==> src/rtl/edge_detector_multi.sv <==
// edge_detector_multi: CH independent edge detectors with registered one-cycle
// pulses, a shared edge-mode select and per-channel saturating counters.
// Optional feature macro: EDGE_DEBOUNCE_EN adds a per-channel stability filter
// that accepts a level change only after DEB_CYC consecutive samples.
module edge_detector_multi #(
  parameter int CH      = 4,
  parameter int CW      = 8,
  parameter int DEB_CYC = 3
) (
  input  logic             clk,
  input  logic             rst,
  input  logic [CH-1:0]    eisodos,
  input  logic [1:0]       mode,
  input  logic             clr,
  output logic [CH-1:0]    eksodos,
  output logic             any_edge,
  output logic [CH*CW-1:0] count
);

  typedef enum logic [1:0] {
    UNPRIMED = 2'd0,
    LOW      = 2'd1,
    HIGH     = 2'd2
  } state_t;

  state_t        state      [CH];
  state_t        state_next [CH];
  logic [CH-1:0] rise;
  logic [CH-1:0] fall;
  logic [CH-1:0] qual;
  logic          rise_en;
  logic          fall_en;
  logic [CW-1:0] cnt [CH];

  // Reject out-of-range parameters at elaboration time.
  if (CH < 1 || CH > 32) begin : g_bad_ch
    $error("edge_detector_multi: CH must be in 1..32");
  end
  if (CW < 2 || CW > 16) begin : g_bad_cw
    $error("edge_detector_multi: CW must be in 2..16");
  end
  if (DEB_CYC < 2 || DEB_CYC > 15) begin : g_bad_deb
    $error("edge_detector_multi: DEB_CYC must be in 2..15");
  end

  assign rise_en = (mode == 2'b00) || (mode == 2'b10);
  assign fall_en = (mode == 2'b01) || (mode == 2'b10);

`ifdef EDGE_DEBOUNCE_EN
  localparam logic [3:0] DEB_LAST = 4'(DEB_CYC - 1);

  logic [3:0] stab      [CH];
  logic [3:0] stab_next [CH];

  // Level tracking with debounce: a new level must persist for DEB_CYC samples.
  always_comb begin
    for (int i = 0; i < CH; i++) begin
      state_next[i] = state[i];
      stab_next[i]  = 4'd0;
      rise[i]       = 1'b0;
      fall[i]       = 1'b0;
      case (state[i])
        UNPRIMED: state_next[i] = eisodos[i] ? HIGH : LOW;
        LOW: begin
          if (eisodos[i]) begin
            if (stab[i] == DEB_LAST) begin
              state_next[i] = HIGH;
              rise[i]       = 1'b1;
            end else begin
              stab_next[i] = stab[i] + 4'd1;
            end
          end
        end
        HIGH: begin
          if (!eisodos[i]) begin
            if (stab[i] == DEB_LAST) begin
              state_next[i] = LOW;
              fall[i]       = 1'b1;
            end else begin
              stab_next[i] = stab[i] + 4'd1;
            end
          end
        end
        default: state_next[i] = UNPRIMED;
      endcase
    end
  end

  // Stability counters restart whenever the input agrees with the tracked level.
  always_ff @(posedge clk or posedge rst) begin
    if (rst) begin
      for (int i = 0; i < CH; i++) stab[i] <= 4'd0;
    end else begin
      for (int i = 0; i < CH; i++) stab[i] <= stab_next[i];
    end
  end
`else
  // Level tracking: every change of a primed channel is an edge.
  always_comb begin
    for (int i = 0; i < CH; i++) begin
      state_next[i] = state[i];
      rise[i]       = 1'b0;
      fall[i]       = 1'b0;
      case (state[i])
        UNPRIMED: state_next[i] = eisodos[i] ? HIGH : LOW;
        LOW: begin
          if (eisodos[i]) begin
            state_next[i] = HIGH;
            rise[i]       = 1'b1;
          end
        end
        HIGH: begin
          if (!eisodos[i]) begin
            state_next[i] = LOW;
            fall[i]       = 1'b1;
          end
        end
        default: state_next[i] = UNPRIMED;
      endcase
    end
  end
`endif

  // Mode gating; level tracking above continues even when nothing qualifies.
  always_comb begin
    qual = (rise & {CH{rise_en}}) | (fall & {CH{fall_en}});
  end

  // Per-channel state registers; reset forces re-priming from the next sample.
  always_ff @(posedge clk or posedge rst) begin
    if (rst) begin
      for (int i = 0; i < CH; i++) state[i] <= UNPRIMED;
    end else begin
      for (int i = 0; i < CH; i++) state[i] <= state_next[i];
    end
  end

  // Saturating edge counters; clear has priority over a coincident edge.
  always_ff @(posedge clk or posedge rst) begin
    if (rst) begin
      for (int i = 0; i < CH; i++) cnt[i] <= '0;
    end else begin
      for (int i = 0; i < CH; i++) begin
        if (clr) begin
          cnt[i] <= '0;
        end else if (qual[i] && (cnt[i] != {CW{1'b1}})) begin
          cnt[i] <= cnt[i] + CW'(1);
        end
      end
    end
  end

  // Registered pulses and their OR, both updated on the same edge.
  always_ff @(posedge clk or posedge rst) begin
    if (rst) begin
      eksodos  <= '0;
      any_edge <= 1'b0;
    end else begin
      eksodos  <= qual;
      any_edge <= |qual;
    end
  end

  for (genvar g = 0; g < CH; g++) begin : g_count
    assign count[g*CW +: CW] = cnt[g];
  end

endmodule

==> config.mk <==
export PLATFORM = sky130hd
export DESIGN_NAME = edge_detector_multi
export DESIGN_NICKNAME = d
export VERILOG_FILES = /design/src/rtl/edge_detector_multi.sv
export SDC_FILE = /design/constraint.sdc
export NUM_CORES = 1
export LEC_CHECK = 0
export ABC_AREA = 1
export CORE_MARGIN = 5
export CORE_UTILIZATION = 45
export CTS_BUF_LIST = sky130_fd_sc_hd__clkbuf_8
export CTS_CLUSTER_SIZE = 12
export DETAILED_ROUTE_END_ITERATION = 10
export DONT_BUFFER_PORTS = 1
export PLACE_DENSITY_LB_ADDON = 0.2
export SYNTH_ARGS = -nofsm -noshare
export SYNTH_HDL_FRONTEND = slang
export SYNTH_SLANG_ARGS = --single-unit
==> constraint.sdc <==
create_clock -name clk -period 1.85 [get_ports clk]
set_input_delay 0.555 -clock clk [delete_from_list [all_inputs] [get_ports clk]]
set_output_delay 0.555 -clock clk [all_outputs]
set_load 0.03 [all_outputs]
==> results of run 1 <==
## per-stage QoR
step	power [uW]	cells
detailed placement	1240	399
global route	1990	407
finish	1900	407
CTS	1920	407
global placement	1240	399
floorplan	1190	301
## power by group through the flow
stage | registers [uW] | clock network [uW] | logic [uW]
after floorplan | 1090 | 0 | 98.4
after global placement | 1070 | 0 | 169
after detailed placement | 1070 | 0 | 172
after CTS | 1050 | 695 | 172
after global routing | 1060 | 740 | 191
final | 1050 | 678 | 169
## cells in the final DEF, fill, tap and decap left out, drive strengths merged
master  instances
a21boi          4
a21oi           4
buf            30
clkbuf          7
clkinv          2
dfrtp          45
ha              6
inv            32
nand2          75
nand3          54
nand4           9
nor2           31
o21ai          23
o21bai          5
xor2            8
## path summary, 6_finish.rpt
check,end,start,cells past startpoint
worst max register to register,count[11]$_DFFE_PP0P_,count[10]$_DFFE_PP0P_,5
worst min-delay path,state[3]$_DFFE_PP0P_,rst,2
worst min register to register,state[4]$_DFFE_PP0P_,state[4]$_DFFE_PP0P_,1
min in group clk,state[6]$_DFFE_PP0P_,eisodos[0],1
max in group asynchronous,count[5]$_DFFE_PP0P_,rst,2
worst max-delay path,count[29],count[29]$_DFFE_PP0P_,0
## final cells by class
| cell class | count | area (sq um) | area share |
|---|---|---|---|
| clock buffer | 7 | 96.3 | 0.0334 |
| clock inverter | 1 | 5.00 | 0.00174 |
| inverter | 33 | 124 | 0.0430 |
| multi-input combinational | 219 | 1220 | 0.422 |
| sequential | 45 | 1130 | 0.390 |
| tap | 72 | 90.1 | 0.0312 |
| timing repair buffer | 30 | 225 | 0.0781 |
## layer usage
layer,GRT usage,part of all wire,vias up
met5,0,0,-
met4,0.0417,0.011,0
met3,0.0500,0.055,6
met2,0.275,0.49,35
met1,0.198,0.45,961
li1,-,-,1054
## state kept, by name, summed over array words and instances, names as in the netlist
| register | cells |
|---|---|
| any_edge | 1 |
| count | 32 |
| eksodos | 4 |
| state | 8 |
## cells by family (layout without fill, tap and decap cells)
logic type | count (synthesis) | in the layout | synth area share
compound gates | 36 | 36 | 0.0815
xor+xnor | 8 | 8 | 0.0282
fa+ha+maj | 6 | 6 | 0.0302
buf+inv | 37 | 71 | 0.0578
flops | 45 | 45 | 0.453
simple gates | 169 | 169 | 0.350
==> summary.md, run 1 <==
| Metric | Value |
|---|---|
| Num CTS Buffers | `5` |
| Comb power frac | `0.089` |
| Initial core utilization | `0.457` |
| Initial drt markers | `39` |
| CTS tree | `done` |
| FF-to-FF setup slack | `0.37 ns` |
| Main synth FF type | `dfrtp_1` |
| Synth area leader | `dfrtp_1` |
| Pre-CTS setup slack | `0.118 ns` |
| Die span in x | `84.3 microns` |
| Hold WC Path Type | `in -> async` |
| Finished Cell Area | `2880 sq um` |
| Cell row count | `27` |
| Largest cells by area after synthesis | `dfrtp_1, nand2_1, nand3_1, inv_1, nor2_1` |
| IR drop worst, VDD | `0.290 mV` |
| Share of cells above drive strength 1 | `0.182` |
| Congestion Overflow GR | `0` |
| Final hold violation count | `0` |
| Fmax achieved | `653 MHz` |
| MaxCap Viol Count | `0` |
| Final wirelength | `5410 microns` |
| Hold Worst Slack | `0.177 ns` |
| Area grow syn2layout | `15.9%` |
| Post-synth top cells | `nand2_1, nand3_1, dfrtp_1` |
| Die area | `7110 sq um` |
| Switching power | `499 uW` |
| Critical path arrival | `0.98 ns` |
| Period Utilization, post-route | `0.828` |
| Slew @ Worst Pin | `0.612 ns` |
| Sequential share of the synthesized area | `0.453` |
| Slew HR | `0.589` |
| Worst Path Required | `1.29 ns` |
| Share of power burned in the clock network | `0.357` |
| Setup bufs post-CTS | `0` |
| Vias in the first global route | `2011` |
| Antenna fix cells | `0` |
| Die height | `84.3 microns` |
| PostCTS Resize Cnt | `0` |
| WL per Instance | `13.3 microns` |
| Yosys warnings | `0` |
| Worst-path clk slew | `0.09 ns` |
| Worst Setup Path Type | `reg -> out` |
| Synth top area share | `0.453` |
| RSZ-0062 raised after global routing | `false` |
| Count of final setup violators | `0` |
| Yosys reg bits | `45` |
| Leakage | `0.00137 uW` |
| GRT Overall Usage | `0.161` |
| # H-tree levels | `2` |
| Pwr per Cell Area | `658 nW/um^2` |
| Synth Instances | `301` |
| Synth Cell Area | `2490 sq um` |
| Vias/cell | `5.05` |
| Buffers on Ports | `0` |
| Num ports | `46` |
| Startpoint Class | `flop` |
| Post-route ant nets | `0` |
| Area after DPL | `2780 sq um` |
| Sw Ratio | `0.263` |
| Skew final | `0.00278 ns` |
| Internal Power | `1400 uW` |
| Total number of vias | `2056` |
| CTS Sinks | `45` |
| EDFF count, synth | `0` |
| DR pass1 iterations | `4` |
| First-pass GRT wire length | `9490 microns` |
| Max-slew violations | `0` |
| HPWL Detailed | `4070 microns` |
| Kind of end point of the critical path | `output pin` |
| Post-layout min period | `1.53 ns` |
| Final core utilization | `0.530` |
| Worst-path maximum fanout | `8` |
| Largest net degree at the start of global routing | `24` |
| Hold buffer count at cts | `0` |
| PnR worst setup slack | `0.318 ns` |
| Clk_lat worst skew | `0.29 ns` |
| Share of flip-flops with an asynchronous set or reset | `1.00` |
| DRC Markers | `0` |
| Outcome | `finished clean` |
| Cell with the most instances after synthesis | `nand2_1` |
| CTS Buffer Depth | `2` |
| Setup TNS Final | `0 ns` |
| Final #Nets | `349` |
| GPL Wtd Cong | `0.753` |
| Synth Area per Inst | `8.26 sq um` |
| Sequential Power Share | `0.554` |
| Post-synth cell types | `20` |
| Initial antenna violation count | `0` |
| Root buf cell | `clkbuf_8` |
| Net Count, Synth | `316` |
| Filler Cell Count | `536` |
| Core area | `5440 sq um` |
(Power assumes the default switching activity.)
==> run 2, diff against run 1 <==
==> constraint.sdc (replaced) <==
create_clock -name clk -period 1.3 [get_ports clk]
set_input_delay 0.39 -clock clk [delete_from_list [all_inputs] [get_ports clk]]
set_output_delay 0.39 -clock clk [all_outputs]
set_load 0.03 [all_outputs]
==> run 2 against run 1 <==
Against the previous run: the run now ends with negative hold slack left; clock-buffer cell count decreased by 2; sequential share of layout area decreased by 4.6 points; core utilization increased by 8.3 points; critical path depth increased by 1; sequential cell count unchanged; hold slack got worse by 0.19 ns; clock skew increased by 0.0067 ns; critical path type unchanged; largest cell class unchanged; largest power group unchanged; highest routed layer unchanged.
==> summary.md, run 2 (synthesis results as in run 1) <==
| Metric | Value |
|---|---|
| Congestion Overflow GR | `0 (unchanged)` |
| Finished Cell Area | `3330 sq um (was 2880 sq um)` |
| Crit path max-delay family | `flip-flops` |
| Worst Path Required | `0.91 ns (was 1.29 ns)` |
| Worst Setup Path Type | `reg -> out (unchanged)` |
| Slowest cell on the critical path | `dfrtp_2` |
| Kind of end point of the critical path | `output pin (unchanged)` |
| Final wirelength | `5670 microns (was 5410 microns)` |
| Leakage | `0.00153 uW (was 0.00137 uW)` |
| Max reg flops | `32 (unchanged)` |
| CTS Buffer Depth | `2 (unchanged)` |
| Most common cell after layout, fill and taps aside | `nand2_1 (unchanged)` |
| Outcome | `finished, violations left (was finished clean)` |
| Final core utilization | `0.613 (was 0.530)` |
| Reg-to-Reg End | `count[9]$_DFFE_PP0P_ (was count[11]$_DFFE_PP0P_)` |
| Post-layout min period | `1.30 ns` |
| Critical path arrival | `0.91 ns (was 0.98 ns)` |
| Bufs and invs on worst path | `1` |
| WL per Instance | `13.2 microns (was 13.3 microns)` |
| Hold WC Path Type | `in -> async (unchanged)` |
| Area grow syn2layout | `34.1% (was 15.9%)` |
| Share of cells above drive strength 1 | `0.347 (was 0.182)` |
| DRC Markers | `0 (unchanged)` |
| Num ports | `46 (unchanged)` |
| Slew @ Worst Pin | `0.323 ns (was 0.612 ns)` |
| Initial drt markers | `88 (was 39)` |
| Worst-path clk slew | `0.09 ns (about the same)` |
| CTS tree | `done (unchanged)` |
| Worst-path maximum fanout | `3 (was 8)` |
| Antenna fix cells | `0 (unchanged)` |
| CP peak stage delay | `0.45 ns` |
| Final #Nets | `371 (was 349)` |
| HPWL Detailed | `3930 microns (was 4070 microns)` |
| Initial antenna violation count | `0 (unchanged)` |
| Pwr per Cell Area | `783 nW/um^2 (was 658 nW/um^2)` |
| Count of final setup violators | `0 (unchanged)` |
| Period Utilization, post-route | `0.999` |
| Slew HR | `0.785 (was 0.589)` |
| Violated checks | `negative hold slack` |
| Total number of vias | `2191 (was 2056)` |
| GRT Overall Usage | `0.172 (was 0.161)` |
| Vias in the first global route | `2214 (was 2011)` |
| Core area | `5440 sq um (unchanged)` |
| Num CTS Buffers | `5 (unchanged)` |
| Most frequent cells in the layout | `nand2_1, nand3_1, buf_4, inv_1 (was nand2_1, nand3_1, dfrtp_1, inv_1, buf_4)` |
| Root buf cell | `clkbuf_8 (unchanged)` |
| Cell row count | `27 (unchanged)` |
| Skew final | `0.00946 ns (was 0.00278 ns)` |
| Fmax achieved | `770 MHz` |
| CTS Sinks | `45 (unchanged)` |
| First-pass GRT wire length | `10100 microns (was 9490 microns)` |
| Area after DPL | `2970 sq um (was 2780 sq um)` |
| Initial core utilization | `0.457 (unchanged)` |
| Hold Worst Slack | `-0.00990 ns (was 0.177 ns)` |
| Max-slew violations | `0 (unchanged)` |
| Power consumption | `2610 uW (was 1900 uW)` |
| Largest net degree at the start of global routing | `46 (was 24)` |
| R2R Path Start | `count[8]$_DFFE_PP0P_ (was count[10]$_DFFE_PP0P_)` |
| Reg2reg path depth | `7 (was 5)` |
| Post-route ant nets | `0 (unchanged)` |
| Startpoint Class | `flop (unchanged)` |
| DR pass1 iterations | `4 (unchanged)` |
| Vias/cell | `5.11 (was 5.05)` |
| GPL Wtd Cong | `0.797 (was 0.753)` |
| FF-to-FF setup slack | `0.02 ns (was 0.37 ns)` |
| Buffers on Ports | `0 (unchanged)` |
| Hold buffer count at cts | `0 (unchanged)` |
| IR drop worst, VDD | `0.412 mV (was 0.290 mV)` |
| Clk_lat worst skew | `0.30 ns (was 0.29 ns)` |
| RSZ-0062 raised after global routing | `true (was false)` |
| # H-tree levels | `2 (unchanged)` |
| Crit path cell chain | `buf_6` |
| Die span in x | `84.3 microns (unchanged)` |
| Final hold violation count | `3 (was 0)` |
| Die area | `7110 sq um (unchanged)` |
| Die height | `84.3 microns (unchanged)` |
| MaxCap Viol Count | `0 (unchanged)` |
-- run 2: changes by cell type in the layout (fill, tap and decap cells not counted), moves of 5 or more --
cell	change
buf_6	+16
ha_4	+5
nand3_1	-12
dfrtp_1	-18
dfrtp_2	+18
ha_1	-5
o21ai_1	+9
nand3_2	+10
o21ai_0	-13
-- run 2: what timing repair did --
item | in CTS | in global routing
hold endpoints to repair | 0 | 0
setup buffers | 9 | 6
setup endpoints to repair | 18 | 47
pin swaps | 0 | 20
gates resized for setup | 13 | 42
-- run 2: where the power goes --
| part | total (uW) | switching (uW) | internal [uW] |
|---|---|---|---|
| Combinational | 282 | 187 | 94.7 |
| Clock | 820 | 461 | 359 |
| Sequential | 1510 | 66.5 | 1440 |
-- run 2: area by class of cell --
class | count | area, sq um
fillers | 475 | 2100
flip-flops and latches | 45 | 1150
inverters | 33 | 128
multi-input cells | 219 | 1410
well taps | 72 | 90.1
clock inverters | 3 | 11.3
repair buffers | 52 | 475
clock buffers | 5 | 68.8
-- run 2: through the flow --
step | TNS, ns | std cells | setup slack (ns)
3_5_place_dp | -3.00 | 406 | -0.174
2_1_floorplan | 0 | 301 | 0.00354
4_1_cts | -0.00581 | 423 | -0.00470
3_3_place_gp | -1.81 | 406 | -0.105
6_report | 0 | 429 | 0.00102
5_1_grt | -0.777 | 429 | -0.0489
-- run 2: layer usage --
metal,wire (microns),GRT usage
met5,0,0
met4,73,0.0504
met3,363,0.0608
met1,2430,0.200
met2,2810,0.299
-- run 2: worst max-delay path by stage --
stage,from,end,cells past startpoint
2_1_floorplan,count[0]$_DFFE_PP0P_,count[7]$_DFFE_PP0P_,7
3_5_place_dp,mode[0],count[25]$_DFFE_PP0P_,8
5_1_grt,count[24]$_DFFE_PP0P_,count[30]$_DFFE_PP0P_,7
4_1_cts,count[8]$_DFFE_PP0P_,count[8],1
6_report,count[8]$_DFFE_PP0P_,count[8],1
3_3_place_gp,mode[0],count[23]$_DFFE_PP0P_,8
==> run 3, diff against run 2 <==
==> constraint.sdc (replaced) <==
create_clock -name clk -period 1.45 [get_ports clk]
set_input_delay 0.435 -clock clk [delete_from_list [all_inputs] [get_ports clk]]
set_output_delay 0.435 -clock clk [all_outputs]
set_load 0.03 [all_outputs]
==> run 3 against run 2 <==
Against the previous run: highest routed layer unchanged; critical endpoint is now count[29]; hold slack better by 0.20 ns; clock-buffer cell count stayed put; the flow now finishes without violations; routed wire length is 6.3% lower; critical path depth stayed put; first-iteration DRC count is 35% lower; sequential cell count stayed put; core utilization is 6.7 points lower; die area stayed put.
==> summary.md, run 3 (synthesis results as in run 1) <==
| Metric | Value |
|---|---|
| Outcome | `finished clean (was finished, violations left)` |
| Comb power frac | `0.102 (was 0.108)` |
| Fmax achieved | `722 MHz` |
| Post-layout min period | `1.38 ns` |
| Initial antenna violation count | `0 (unchanged)` |
| DR pass1 iterations | `4 (unchanged)` |
| Largest net degree at the start of global routing | `45 (was 46)` |
| PnR worst setup slack | `0.0658 ns (was 0.00102 ns)` |
| FF-to-FF setup slack | `0.13 ns (was 0.02 ns)` |
| Antenna fix cells | `0 (unchanged)` |
| CTS tree | `done (unchanged)` |
| Hold WC Path Type | `in -> reg (was in -> async)` |
| WHS Endpoint | `state[2]$_DFFE_PP0P_` |
| CP peak stage delay | `0.47 ns (was 0.45 ns)` |
| Initial core utilization | `0.457 (unchanged)` |
| First-pass GRT wire length | `9320 microns (was 10100 microns)` |
| Share of cells above drive strength 1 | `0.212 (was 0.347)` |
| Worst Setup Path Type | `reg -> out (unchanged)` |
| Hold_sp | `eisodos[2]` |
| Buffers on Ports | `0 (unchanged)` |
| Filler Cell Count | `518 (was 475)` |
| Max reg flops | `32 (unchanged)` |
| Max-slew violations | `0 (unchanged)` |
| GPL Wtd Cong | `0.760 (was 0.797)` |
| Post-route ant nets | `0 (unchanged)` |
| Worst Path Required | `1.02 ns (was 0.91 ns)` |
| R2R Path Start | `count[16]$_DFFE_PP0P_ (was count[8]$_DFFE_PP0P_)` |
| Final wirelength | `5310 microns (was 5670 microns)` |
| Vias in the first global route | `2030 (was 2214)` |
| Final hold violation count | `0 (was 3)` |
| Vias/cell | `5.02 (was 5.11)` |
| Skew final | `0.00770 ns (was 0.00946 ns)` |
| Kind of end point of the critical path | `output pin (unchanged)` |
| Power consumption | `2310 uW (was 2610 uW)` |
| Num CTS Buffers | `5 (unchanged)` |
| # H-tree levels | `2 (unchanged)` |
| Slew HR | `0.695 (was 0.785)` |
| Crit path cell chain | `buf_4 (was buf_6)` |
| Reg2reg path depth | `6 (was 7)` |
| Final #Nets | `358 (was 371)` |
| Worst-path clk slew | `0.09 ns (about the same)` |
| Crit path max-delay family | `flip-flops (unchanged)` |
| Area grow syn2layout | `19.4% (was 34.1%)` |
| Reg-to-Reg End | `count[21]$_DFFE_PP0P_ (was count[9]$_DFFE_PP0P_)` |
| WL per Instance | `12.8 microns (was 13.2 microns)` |
| Cell row count | `27 (unchanged)` |
| Root buf cell | `clkbuf_8 (unchanged)` |
| Pwr per Cell Area | `779 nW/um^2 (was 783 nW/um^2)` |
| Internal Power | `1700 uW (was 1900 uW)` |
| Count of final setup violators | `0 (unchanged)` |
| Most common cell after layout, fill and taps aside | `nand2_1 (unchanged)` |
| Final core utilization | `0.546 (was 0.613)` |
| Leakage | `0.00141 uW (was 0.00153 uW)` |
| Startpoint Class | `flop (unchanged)` |
| CP Depth | `1 (unchanged)` |
| Sequential Power Share | `0.580 (was 0.578)` |
| DRC Markers | `0 (unchanged)` |
| RSZ-0062 raised after global routing | `false (was true)` |
| CTS Buffer Depth | `2 (unchanged)` |
| Bufs and invs on worst path | `1 (unchanged)` |
| Slowest cell on the critical path | `dfrtp_2 (unchanged)` |
| Share of power burned in the clock network | `0.318 (was 0.314)` |
| Critical path arrival | `0.95 ns (was 0.91 ns)` |
| CTS Sinks | `45 (unchanged)` |
| Period Utilization, post-route | `0.955` |
| Slew @ Worst Pin | `0.458 ns (was 0.323 ns)` |
| Switching power | `616 uW (was 714 uW)` |
| Core area | `5440 sq um (unchanged)` |
| Num ports | `46 (unchanged)` |
| Total number of vias | `2088 (was 2191)` |
| Die height | `84.3 microns (unchanged)` |
| Pre-CTS setup slack | `-0.0720 ns (was -0.174 ns)` |
| Hold Path Stages | `1` |
| Sw Ratio | `0.266 (was 0.274)` |
| Die area | `7110 sq um (unchanged)` |
| GRT Overall Usage | `0.160 (was 0.172)` |
| IR drop worst, VDD | `0.339 mV (was 0.412 mV)` |
| Setup TNS Final | `0 ns (unchanged)` |
| Die span in x | `84.3 microns (unchanged)` |
| Congestion Overflow GR | `0 (unchanged)` |
| Most frequent cells in the layout | `nand2_1, nand3_1, dfrtp_1, buf_4, inv_1 (was nand2_1, nand3_1, buf_4, inv_1)` |
| Clk_lat worst skew | `0.29 ns (was 0.30 ns)` |
| Worst-path maximum fanout | `8 (was 3)` |
| MaxCap Viol Count | `0 (unchanged)` |
| HPWL Detailed | `3980 microns (was 3930 microns)` |
| Setup bufs post-CTS | `0 (was 9)` |
| Initial drt markers | `57 (was 88)` |
==> run 3: cell count changes in the layout (fill, tap and decap cells not counted), moves of 4 or more <==
cell,previous run,this run
o21ai_0,1,13
nand3_1,34,46
nand3_2,14,4
dfrtp_1,27,40
ha_1,1,6
nand2_1,61,65
o21ai_2,4,0
dfrtp_2,18,5
ha_4,5,0
o21ai_1,18,10
buf_6,16,0
==> run 3: what timing repair did <==
| item | 4_1_cts | 5_1_grt |
|---|---|---|
| gates resized for setup | 1 | 1 |
| endpoints found under the hold margin | 15 | 0 |
| pin swaps | 0 | 2 |
| setup endpoints to repair | 1 | 2 |
| hold buffers | 1 | 0 |
==> run 3: layout make-up <==
type	count	area [sq um]	share of cell area
Sequential cell	45	1130	0.381
Inverter	33	128	0.0430
Multi-Input combinational cell	219	1220	0.410
Clock buffer	5	68.8	0.0232
Clock inverter	3	13.8	0.00463
Timing Repair Buffer	39	320	0.108
Tap cell	72	90.1	0.0303
==> run 3: routing by layer <==
metal / vias to the layer above / routed length [microns] / global-route usage
met5: - / 0 / 0
met1: 969 / 2370 / 0.194
met3: 5 / 288 / 0.0383
li1: 1080 / - / -
met2: 34 / 2590 / 0.278
met4: 0 / 57 / 0.0518
==> run 3: per-stage QoR <==
stage	hold WS [ns]	std cells	instance area [sq um]
finish	0.189	416	2970
global route	0.168	416	2970
CTS	0.175	416	2970
detailed placement	0.321	407	2880
global placement	0.323	407	2880
floorplan	0.445	301	2500
==> run 3: power groups by stage <==
stage | clock (uW) | combinational, uW | sequential (uW)
2_1_floorplan | 0 | 126 | 1390
3_3_place_gp | 0 | 232 | 1370
3_5_place_dp | 0 | 236 | 1370
4_1_cts | 781 | 239 | 1340
5_1_grt | 817 | 266 | 1350
6_report | 736 | 236 | 1340
==> run 3: how the worst max path moves through the flow <==
stage / to / startpoint
4_1_cts: count[29] / count[29]$_DFFE_PP0P_
3_5_place_dp: count[21]$_DFFE_PP0P_ / mode[0]
3_3_place_gp: count[25]$_DFFE_PP0P_ / mode[0]
2_1_floorplan: count[19]$_DFFE_PP0P_ / count[17]$_DFFE_PP0P_
6_report: count[29] / count[29]$_DFFE_PP0P_
5_1_grt: count[9]$_DFFE_PP0P_ / count[9]$_DFFE_PP0P_
==> run 3: worst register-to-register path, stage by stage (launching register included) <==
cell     delay [ns]
dfrtp_2        0.41
ha_1           0.20
nand2_1        0.13
nor2_4         0.07
nand3_4        0.09
nand3_2        0.15
o21ai_0        0.19
